## src/rtl/ch0re_alu_issue_pkg.sv

```systemverilog
`default_nettype none
// ============================================================================
//  Module   : ch0re_types (package)
//  Purpose  : Shared types for the execute-stage ALU issue block: ALU op
//             encoding, request/response structs and small helpers.
//  Revision : 1.0 - initial release
// ============================================================================
package ch0re_types;

    localparam int C_XLEN       = 64;
    localparam int C_REG_ADDR_W = 5;

    typedef enum logic [3:0] {
        ALU_ADD  = 4'd0,
        ALU_SUB  = 4'd1,
        ALU_SLL  = 4'd2,
        ALU_SRL  = 4'd3,
        ALU_SRA  = 4'd4,
        ALU_AND  = 4'd5,
        ALU_OR   = 4'd6,
        ALU_XOR  = 4'd7,
        ALU_SLT  = 4'd8,
        ALU_SLTU = 4'd9,
        ALU_EQ   = 4'd10,
        ALU_NE   = 4'd11,
        ALU_LT   = 4'd12,
        ALU_GE   = 4'd13,
        ALU_LTU  = 4'd14,
        ALU_GEU  = 4'd15
    } alu_op_e;

    typedef struct packed {
        alu_op_e                 op;
        logic                    word;
        logic                    is_branch;
        logic [C_XLEN-1:0]       s1;
        logic [C_XLEN-1:0]       s2;
        logic [C_XLEN-1:0]       pc;
        logic [C_XLEN-1:0]       imm;
        logic [C_REG_ADDR_W-1:0] rd;
    } ch0re_ex_req_t;

    typedef struct packed {
        logic [C_XLEN-1:0]       res;
        logic [C_REG_ADDR_W-1:0] rd;
        logic                    br_taken;
        logic [C_XLEN-1:0]       br_target;
    } ch0re_ex_rsp_t;

    // Sign-extend a 32-bit word result to the full datapath width.
    function automatic logic [C_XLEN-1:0] sext32(input logic [31:0] v);
        return {{(C_XLEN-32){v[31]}}, v};
    endfunction

    function automatic logic is_shift(input alu_op_e op);
        return (op == ALU_SLL) || (op == ALU_SRL) || (op == ALU_SRA);
    endfunction

endpackage
`default_nettype wire

```

## src/rtl/ch0re_alu_issue_br_eval.sv

```systemverilog
`default_nettype none
// ============================================================================
//  Module   : ch0re_br_eval
//  Purpose  : Combinational branch condition evaluation from ALU flags.
//             Corrects the signed less-than flag when operand signs differ,
//             since the ALU's subtract-based flag is wrong on overflow.
//  Revision : 1.0 - initial release
// ============================================================================
module ch0re_br_eval
    import ch0re_types::*;
(
    input  alu_op_e i_op,
    input  logic    i_zero,
    input  logic    i_less,
    input  logic    i_s1_sign,
    input  logic    i_s2_sign,
    output logic    o_taken
);

    logic w_less;

    // Signed-compare fix-up followed by condition selection.
    always_comb begin
        w_less  = i_less;
        o_taken = 1'b0;
        if (((i_op == ALU_LT) || (i_op == ALU_GE)) && (i_s1_sign != i_s2_sign)) begin
            w_less = i_s1_sign;
        end
        case (i_op)
            ALU_EQ:  o_taken = i_zero;
            ALU_NE:  o_taken = !i_zero;
            ALU_LT:  o_taken = w_less;
            ALU_LTU: o_taken = w_less;
            ALU_GE:  o_taken = !w_less;
            ALU_GEU: o_taken = !w_less;
            default: o_taken = 1'b0;
        endcase
    end

endmodule
`default_nettype wire

```

## src/rtl/ch0re_alu_issue.sv

```systemverilog
`default_nettype none
// ============================================================================
//  Module   : ch0re_alu_issue
//  Purpose  : Execute-stage front end. S0 registers an accepted request and
//             drives the external combinational ALU; S1 registers the
//             formed writeback / branch result toward downstream.
//  Revision : 1.0 - initial release
// ============================================================================
module ch0re_alu_issue
    import ch0re_types::*;
#(
    parameter int XLEN       = 64,
    parameter int REG_ADDR_W = 5
) (
    input  logic                  i_clk,
    input  logic                  i_rst_n,
    input  logic                  i_flush,
    input  logic                  i_valid,
    output logic                  o_ready,
    input  alu_op_e               i_op,
    input  logic                  i_word,
    input  logic                  i_is_branch,
    input  logic [XLEN-1:0]       i_s1,
    input  logic [XLEN-1:0]       i_s2,
    input  logic [XLEN-1:0]       i_pc,
    input  logic [XLEN-1:0]       i_imm,
    input  logic [REG_ADDR_W-1:0] i_rd,
    output alu_op_e               o_alu_op,
    output logic [XLEN-1:0]       o_alu_s1,
    output logic [XLEN-1:0]       o_alu_s2,
    input  logic [XLEN-1:0]       i_alu_res,
    input  logic                  i_alu_zero,
    input  logic                  i_alu_less,
    output logic                  o_valid,
    input  logic                  i_ready,
    output logic [XLEN-1:0]       o_res,
    output logic [REG_ADDR_W-1:0] o_rd,
    output logic                  o_br_taken,
    output logic [XLEN-1:0]       o_br_target
);

    logic          s0_valid_q, s0_valid_d;
    ch0re_ex_req_t s0_req_q,   s0_req_d;
    logic          s1_valid_q, s1_valid_d;
    ch0re_ex_rsp_t s1_rsp_q,   s1_rsp_d;

    logic          w_s0_adv;
    logic          w_accept;
    logic          w_taken;
    ch0re_ex_req_t w_req;
    ch0re_ex_rsp_t w_rsp;

    // S0 may move into S1 whenever S1 is empty or being drained this cycle.
    assign w_s0_adv = !s1_valid_q || i_ready;
    assign o_ready  = !s0_valid_q || w_s0_adv;
    assign w_accept = i_valid && o_ready;

    // Pack the incoming request for the S0 register.
    always_comb begin
        w_req           = '0;
        w_req.op        = i_op;
        w_req.word      = i_word;
        w_req.is_branch = i_is_branch;
        w_req.s1        = i_s1;
        w_req.s2        = i_s2;
        w_req.pc        = i_pc;
        w_req.imm       = i_imm;
        w_req.rd        = i_rd;
    end

    // Drive the ALU from S0, narrowing operands for 32-bit shifts.
    always_comb begin
        o_alu_op = s0_req_q.op;
        o_alu_s1 = s0_req_q.s1;
        o_alu_s2 = s0_req_q.s2;
        if (s0_req_q.word && is_shift(s0_req_q.op)) begin
            o_alu_s2 = {{(XLEN-5){1'b0}}, s0_req_q.s2[4:0]};
            if (s0_req_q.op == ALU_SRL) begin
                o_alu_s1 = {{(XLEN-32){1'b0}}, s0_req_q.s1[31:0]};
            end else if (s0_req_q.op == ALU_SRA) begin
                o_alu_s1 = sext32(s0_req_q.s1[31:0]);
            end
        end
    end

    ch0re_br_eval u_br_eval (
        .i_op      (s0_req_q.op),
        .i_zero    (i_alu_zero),
        .i_less    (i_alu_less),
        .i_s1_sign (s0_req_q.s1[XLEN-1]),
        .i_s2_sign (s0_req_q.s2[XLEN-1]),
        .o_taken   (w_taken)
    );

    // Form the writeback / branch response from the ALU result.
    always_comb begin
        w_rsp           = '0;
        w_rsp.rd        = s0_req_q.rd;
        if (s0_req_q.is_branch) begin
            w_rsp.br_taken  = w_taken;
            w_rsp.br_target = s0_req_q.pc + s0_req_q.imm;
        end else if (s0_req_q.word) begin
            w_rsp.res = sext32(i_alu_res[31:0]);
        end else begin
            w_rsp.res = i_alu_res;
        end
    end

    // Pipeline next-state: flush beats accept/advance; S1 holds under stall.
    always_comb begin
        s0_valid_d = s0_valid_q;
        s0_req_d   = s0_req_q;
        s1_valid_d = s1_valid_q;
        s1_rsp_d   = s1_rsp_q;
        if (i_flush) begin
            s0_valid_d = 1'b0;
            s1_valid_d = 1'b0;
        end else begin
            if (w_s0_adv) begin
                s1_valid_d = s0_valid_q;
                if (s0_valid_q) begin
                    s1_rsp_d = w_rsp;
                end
                s0_valid_d = 1'b0;
            end
            if (w_accept) begin
                s0_valid_d = 1'b1;
                s0_req_d   = w_req;
            end
        end
    end

    // Stage registers with synchronous active-low reset.
    always_ff @(posedge i_clk) begin
        if (!i_rst_n) begin
            s0_valid_q <= 1'b0;
            s0_req_q   <= '0;
            s1_valid_q <= 1'b0;
            s1_rsp_q   <= '0;
        end else begin
            s0_valid_q <= s0_valid_d;
            s0_req_q   <= s0_req_d;
            s1_valid_q <= s1_valid_d;
            s1_rsp_q   <= s1_rsp_d;
        end
    end

    assign o_valid     = s1_valid_q;
    assign o_res       = s1_rsp_q.res;
    assign o_rd        = s1_rsp_q.rd;
    assign o_br_taken  = s1_rsp_q.br_taken;
    assign o_br_target = s1_rsp_q.br_target;

endmodule
`default_nettype wire
```

## config.mk

```make
export PLATFORM = sky130hd
export DESIGN_NAME = ch0re_alu_issue
export DESIGN_NICKNAME = d
export VERILOG_FILES = /design/src/rtl/ch0re_alu_issue_pkg.sv /design/src/rtl/ch0re_alu_issue_br_eval.sv /design/src/rtl/ch0re_alu_issue.sv
export SDC_FILE = /design/constraint.sdc
export NUM_CORES = 1
export LEC_CHECK = 0
export ABC_AREA = 1
export CAP_MARGIN = 20
export CORE_MARGIN = 3
export CORE_UTILIZATION = 35
export CTS_BUF_LIST = sky130_fd_sc_hd__clkbuf_8
export DETAILED_ROUTE_END_ITERATION = 6
export PLACE_DENSITY = 0.74
export SETUP_SLACK_MARGIN = 0.3
export SLEW_MARGIN = 15
export SYNTH_ARGS = -nofsm -noshare
export SYNTH_HDL_FRONTEND = slang
export SYNTH_SLANG_ARGS = --single-unit
```

## constraint.sdc

```tcl
create_clock -name i_clk -period 2.15 [get_ports i_clk]
set_input_delay 0.645 -clock i_clk [delete_from_list [all_inputs] [get_ports i_clk]]
set_output_delay 0.645 -clock i_clk [all_outputs]
set_load 0.01 [all_outputs]
```

## Word level (Yosys, flattened, before mapping)

Index checks and enable logic that the tools add are counted.

| word-level totals | value |
|---|---|
| word-level logic and storage cells | 56 |
| memories kept | 0 |
| register bits after elaboration | 403 |
| ROM bits | 0 |
| output and inout port bits | 268 |
| memory bits (writable) | 0 |
| latch bits | 0 |

| operators by class | value |
|---|---|
| eq/ne operators | 10 |
| shifts and indexed selects | 0 |
| reductions and logical operators | 18 |
| muxes and demuxes | 11 |
| add/subtract/negate cells | 1 |
| bitwise logic cells | 2 |
| order comparisons | 0 |
| div/mod/pow operators | 0 |
| multipliers | 0 |

Operators by type and width:

| cell | number |
|---|---|
| 64-bit two-way mux | 6 |
| 65-bit two-way mux | 1 |
| 64-bit adder | 1 |
| 4-bit equality test, second input constant | 6 |
| 4-bit by 2-bit equality test with 1-bit output, second input constant | 2 |
| 2-bit OR reduction | 3 |
| 1-bit logical OR | 5 |
| 4-bit by 3-bit equality test with 1-bit output, second input constant | 1 |
| 1-bit zero test | 4 |
| 1-bit one-hot mux with 4 select lines | 1 |
| 1-bit logical AND | 3 |
| 1-bit two-way mux | 3 |
| 3-bit AND reduction | 1 |
| 1-bit NOT | 2 |
| 2-bit AND reduction | 1 |
| 2-bit nonzero test | 1 |
| 1-bit != test | 1 |

## Longest topological paths before layout

| logic depth | value |
|---|---|
| word-level depth | 7 |
| depth in mapped cells | 16 |
| gate-level depth less buffers | 16 |

## By module

Synthesis repeated with hierarchy kept, for this count alone.

| unflattened totals | value |
|---|---|
| cell total of the unflattened synthesis | 3274 |
| area total of the unflattened synthesis | 20817.5 um^2 |

By module, submodules not included:

| module | area each (um^2) | sequential area each (um^2) | times used | cells an instance |
|---|---|---|---|---|
| ch0re_alu_issue | 20709.9 | 8067.7 | 1 | 3250 |
| ch0re_br_eval | 107.6 | 0.0 | 1 | 24 |

## Worst setup path before layout

OpenSTA, ideal clock, no wires.

| timing path | value |
|---|---|
| kind | register -> output |
| start point | register s0_req_q, in the netlist o_alu_op[2] |
| end point | output o_alu_s1[33] |
| arrival | 1354 ps |
| stages on the path, launching flop included | 9 |
| setup slack | 151 ps |
| required time | 1505 ps |
| buffers on the path | 1 |
| path through | dfxtp_1 -> inv_1 -> nor2_1 -> nand2_1 -> nand2_1 -> nand2_1 -> a21oi_1 -> clkbuf_1 -> o21ai_0 |

| on the way | value |
|---|---|
| cells in the longest elaborated chain, start to end | 5 |

RTL lines:

| item | line | text |
|---|---|---|
| from (decl) | ch0re_alu_issue.sv:43 | `ch0re_ex_req_t s0_req_q, s0_req_d;` |
| from (signal assigned) | ch0re_alu_issue.sv:142 | `s0_req_q <= s0_req_d;` |
| 4-bit by 2-bit equality test with 1-bit output (on tied branches) | ch0re_alu_issue_pkg.sv:56, ch0re_alu_issue.sv:78 |  |
| 1-bit logical OR (2 in a row) | ch0re_alu_issue_pkg.sv:56 | `return (op == ALU_SLL) \|\| (op == ALU_SRL) \|\| (op == ALU_SRA);` |
| 1-bit logical AND | ch0re_alu_issue.sv:76 | `if (s0_req_q.word && is_shift(s0_req_q.op)) begin` |
| 64-bit two-way mux * | ch0re_alu_issue.sv:76 |  |
| to (decl) | ch0re_alu_issue.sv:29 | `output logic [XLEN-1:0] o_alu_s1,` |

Mark *: on every way between the ends. The rest lies on a longest branch, timed or not.

## Final worst setup path

| timing path | value |
|---|---|
| start point | register s0_req_q, in the netlist o_alu_op[3] |
| end point | output o_alu_s1[50] |

Same word-level chain as after synthesis.

==> results.md <==
* Status: finished, violations left
* Failing checks: design-rule violations, negative setup slack
* Syn_nets at 3,664
* Worst EP arrival at 2.34 ns
* Fin crit period at 2.99 ns
* Row cnt at 88
* # DRC at 7
* Hold Path Class: in -> reg
* Clk_skew at 0.0381 ns
* Vias/cell at 4.86
* Worst Setup End Kind: output pin
* Fill cells at 5,307
* #FFs+latches synth at 403
* Sum of negative setup slack at -63.55 ns
* Power consumption at 19.9 mW
* Area grow syn2layout at 60.2%
* IO Port Bufs at 605
* Setup ws final at -0.839 ns
* Util after Layout at 0.571
* Unrepaired setup endpoints after global routing: true
* Max Slew Vio Count at 0
* Distinct cells, synth at 35
* Slowest stage delay, CP at 0.36 ns
* Hold Path Depth at 3
* Post-place setup slack at -0.324 ns
* Global-route wire length before repair at 126,000 um
* Insertion delay to the later sink of the worst-skew pair at 0.67 ns
* Compound-Gate Fraction of Synth Area at 0.153
* Critical-path cell with the highest stage delay: dfxtp_4
* Placed Area at 28,500 sq um
* Yosys warns at 0
* Cell chain of the critical path: nor2_2 -> nand2_1 -> nand2_2 -> nand2_4 -> inv_4 -> nand4_1 -> buf_12 -> clkbuf_16 -> o21ai_2 -> buf_2
* CTS buffer count at 75
* Fin nets at 4,412
* WL/cell at 18.0 um
* Mux cell area share after synthesis at 0
* Chip height at 249 um
* Final GP Congestion at 0.949
* Hold path startpoint: i_rst_n
* Max-cap viol count at 0
* Seq/Total Area, Yosys at 0.389
* Hold Violations, Final at 0
* Simple-gate portion of the synthesized area at 0.288
* Largest family of logic cells by synthesized area: simple AND/OR/NAND/NOR gates
* Routed vias at 23,521
* Worst-path fanout max at 7
* Starting DRC count in detailed routing at 1,351
* CTS Root Cell: clkbuf_8
* Post-Synth XOR/XNOR Area at 0.00169
* Avg Inst Size Synth at 6.35 sq um
* FMAX at 335 MHz
* H-tree level count at 3
* Core Area at 58,100 sq um
* Final wirelength at 87,300 um
* Starting Density at 0.357
* Crit path kind: reg -> out
* First-pass iteration count of the detailed router at 7
* VDD IR max at 0.469 mV
* Adder-Cell Fraction of Synth Area at 0.0390
* CTS max path bufs at 3
* Synth Cell Area at 20,700 sq um
* Critical path startpoint: o_alu_op[3]
* CTS tree: done
* Share of layout cells above drive strength 1 at 0.331
* Post-route ant nets at 0
* CP Launch Type: register
* R2R cell count at 15
* Clock-pin slew on the worst setup and hold paths at 0.06 ns
* Initial antenna violation count at 16
* Die W at 249 um
* Grt ovf at 0
* HPWL after DPL at 63,800 um
* Worst-Margin Slew at 0.472 ns
* Ports at 606
* P per Cell Area at 600 nW/um^2
* Clock sink count at 403
* Slew margin rel. at 0.682
* Vias in the first global route at 22,468
* Largest net degree at the start of global routing at 65
* Cells after Synth at 3,262
* GR Util All Layers at 0.257
* Critical Path RT at 1.50 ns
* Finished layout cell area at 33,200 sq um
* Full die area at 62,200 sq um
* Period utilisation layout at 1.39
* Final setup violation count at 91
* Leakage power at 15.6 nW
* Reg-to-Reg Start: s0_req_q[69]
## repair_timing
item	in CTS	in global routing
setup buffers	41	34
pin swaps	95	134
hold buffers	0	0
hold endpoints to repair	0	0
cloned	5	7
resized for setup	1470	549
setup endpoints to repair	324	185
## critical path, delay by kind of cell (launching register included)
family                 cells  cell delay, ns
AND/OR/NAND/NOR            5            0.64
flip-flops                 1            0.36
AO/OA/AOI/OAI              1            0.06
buffers and inverters      4            0.61
## state kept, by name, indices dropped and copies added, names as in the netlist
name	cells
s0_valid_q	1
s0_req_q	263
o_valid	1
o_br_taken	1
o_res	64
o_alu_op	4
o_br_target	64
o_rd	5
## report_power, final
part           leakage, nW  switching [mW]  internal, mW
Combinational         11.3            1.99          1.93
Sequential            3.36           0.253          7.87
Clock                0.894            3.43          4.47
## final timing paths
path                          end  slack (ns)
setup reg to reg  o_br_target[36]        0.08
hold reg to reg          o_res[0]        0.46
setup / recovery     o_alu_s1[50]       -0.84
hold / removal      s0_req_q[214]        0.34
## layout make-up
type / count / area [sq um] / area share
Sequential cell: 403 / 8280 / 0.249
Timing Repair Buffer: 858 / 7650 / 0.230
Tap cell: 765 / 957 / 0.0288
Clock buffer: 95 / 1310 / 0.0394
Antenna cell: 8 / 20.0 / 0.000603
Inverter: 463 / 1750 / 0.0527
Multi-Input combinational cell: 2209 / 12900 / 0.390
Clock inverter: 40 / 297 / 0.00893
## cell usage after synthesis
cell	count	area (sq um)
a21boi_0	1	7.51
a21o_1	2	15.0
a21oi_1	274	1370
a22oi_1	1	7.51
and2_1	1	6.26
and3_1	1	6.26
buf_1	8	30.0
buf_2	43	215
buf_4	45	338
buf_6	1	11.3
clkbuf_1	90	338
clkinv_1	1	3.75
dfxtp_1	403	8070
fa_1	1	20.0
ha_1	63	788
inv_1	460	1730
inv_2	2	7.51
nand2_1	815	3060
nand2_2	3	18.8
nand3_1	114	571
nand3b_1	4	30.0
nand4_1	8	50.1
nor2_1	521	1960
nor2_2	2	12.5
nor2_4	1	11.3
nor3_1	12	60.1
nor3_2	2	20.0
nor3_4	1	16.3
nor4_1	3	18.8
o211ai_1	1	7.51
o21ai_0	351	1760
o21bai_1	2	15.0
or2_2	21	131
xnor2_1	2	17.5
xor2_1	2	17.5
## cell usage in the layout (no fill, tap or decap), types with 71 or more instances in the layout
cell,netlist,final
a21oi_1,274,224
buf_2,43,207
buf_4,45,166
buf_6,1,71
clkbuf_8,0,95
clkdlybuf4s50_1,0,335
dfxtp_1,403,253
dfxtp_2,0,142
inv_1,460,446
nand2_1,815,621
nand2_2,3,130
nor2_1,521,431
o21ai_0,351,316
## kinds of logic (layout without fill, tap and decap cells)
kind of cell / Yosys count / in the layout
xor gates and xnor gates: 4 / 4
and+or+nand+nor: 1509 / 1509
adders and majority gates: 64 / 64
AOI/OAI and AO/OA: 632 / 632
DFF: 403 / 403
other: 0 / 8
buffers and inverters: 650 / 1456
## stage by stage
stage	hold slack, ns	instances
6_report	0.336	4841
3_5_place_dp	0.450	4611
4_1_cts	0.288	4792
2_1_floorplan	0.425	3262
3_3_place_gp	0.450	4611
5_1_grt	0.308	4835
## layer usage
layer | up-vias | GRT usage | share of wire
met3 | 267 | 0.0739 | 0.071
li1 | 11653 | - | -
met5 | - | 0 | 0.0014
met4 | 18 | 0.142 | 0.058
met2 | 846 | 0.455 | 0.50
met1 | 10737 | 0.275 | 0.37
Note: power is estimated with default switching activity, not from simulation.
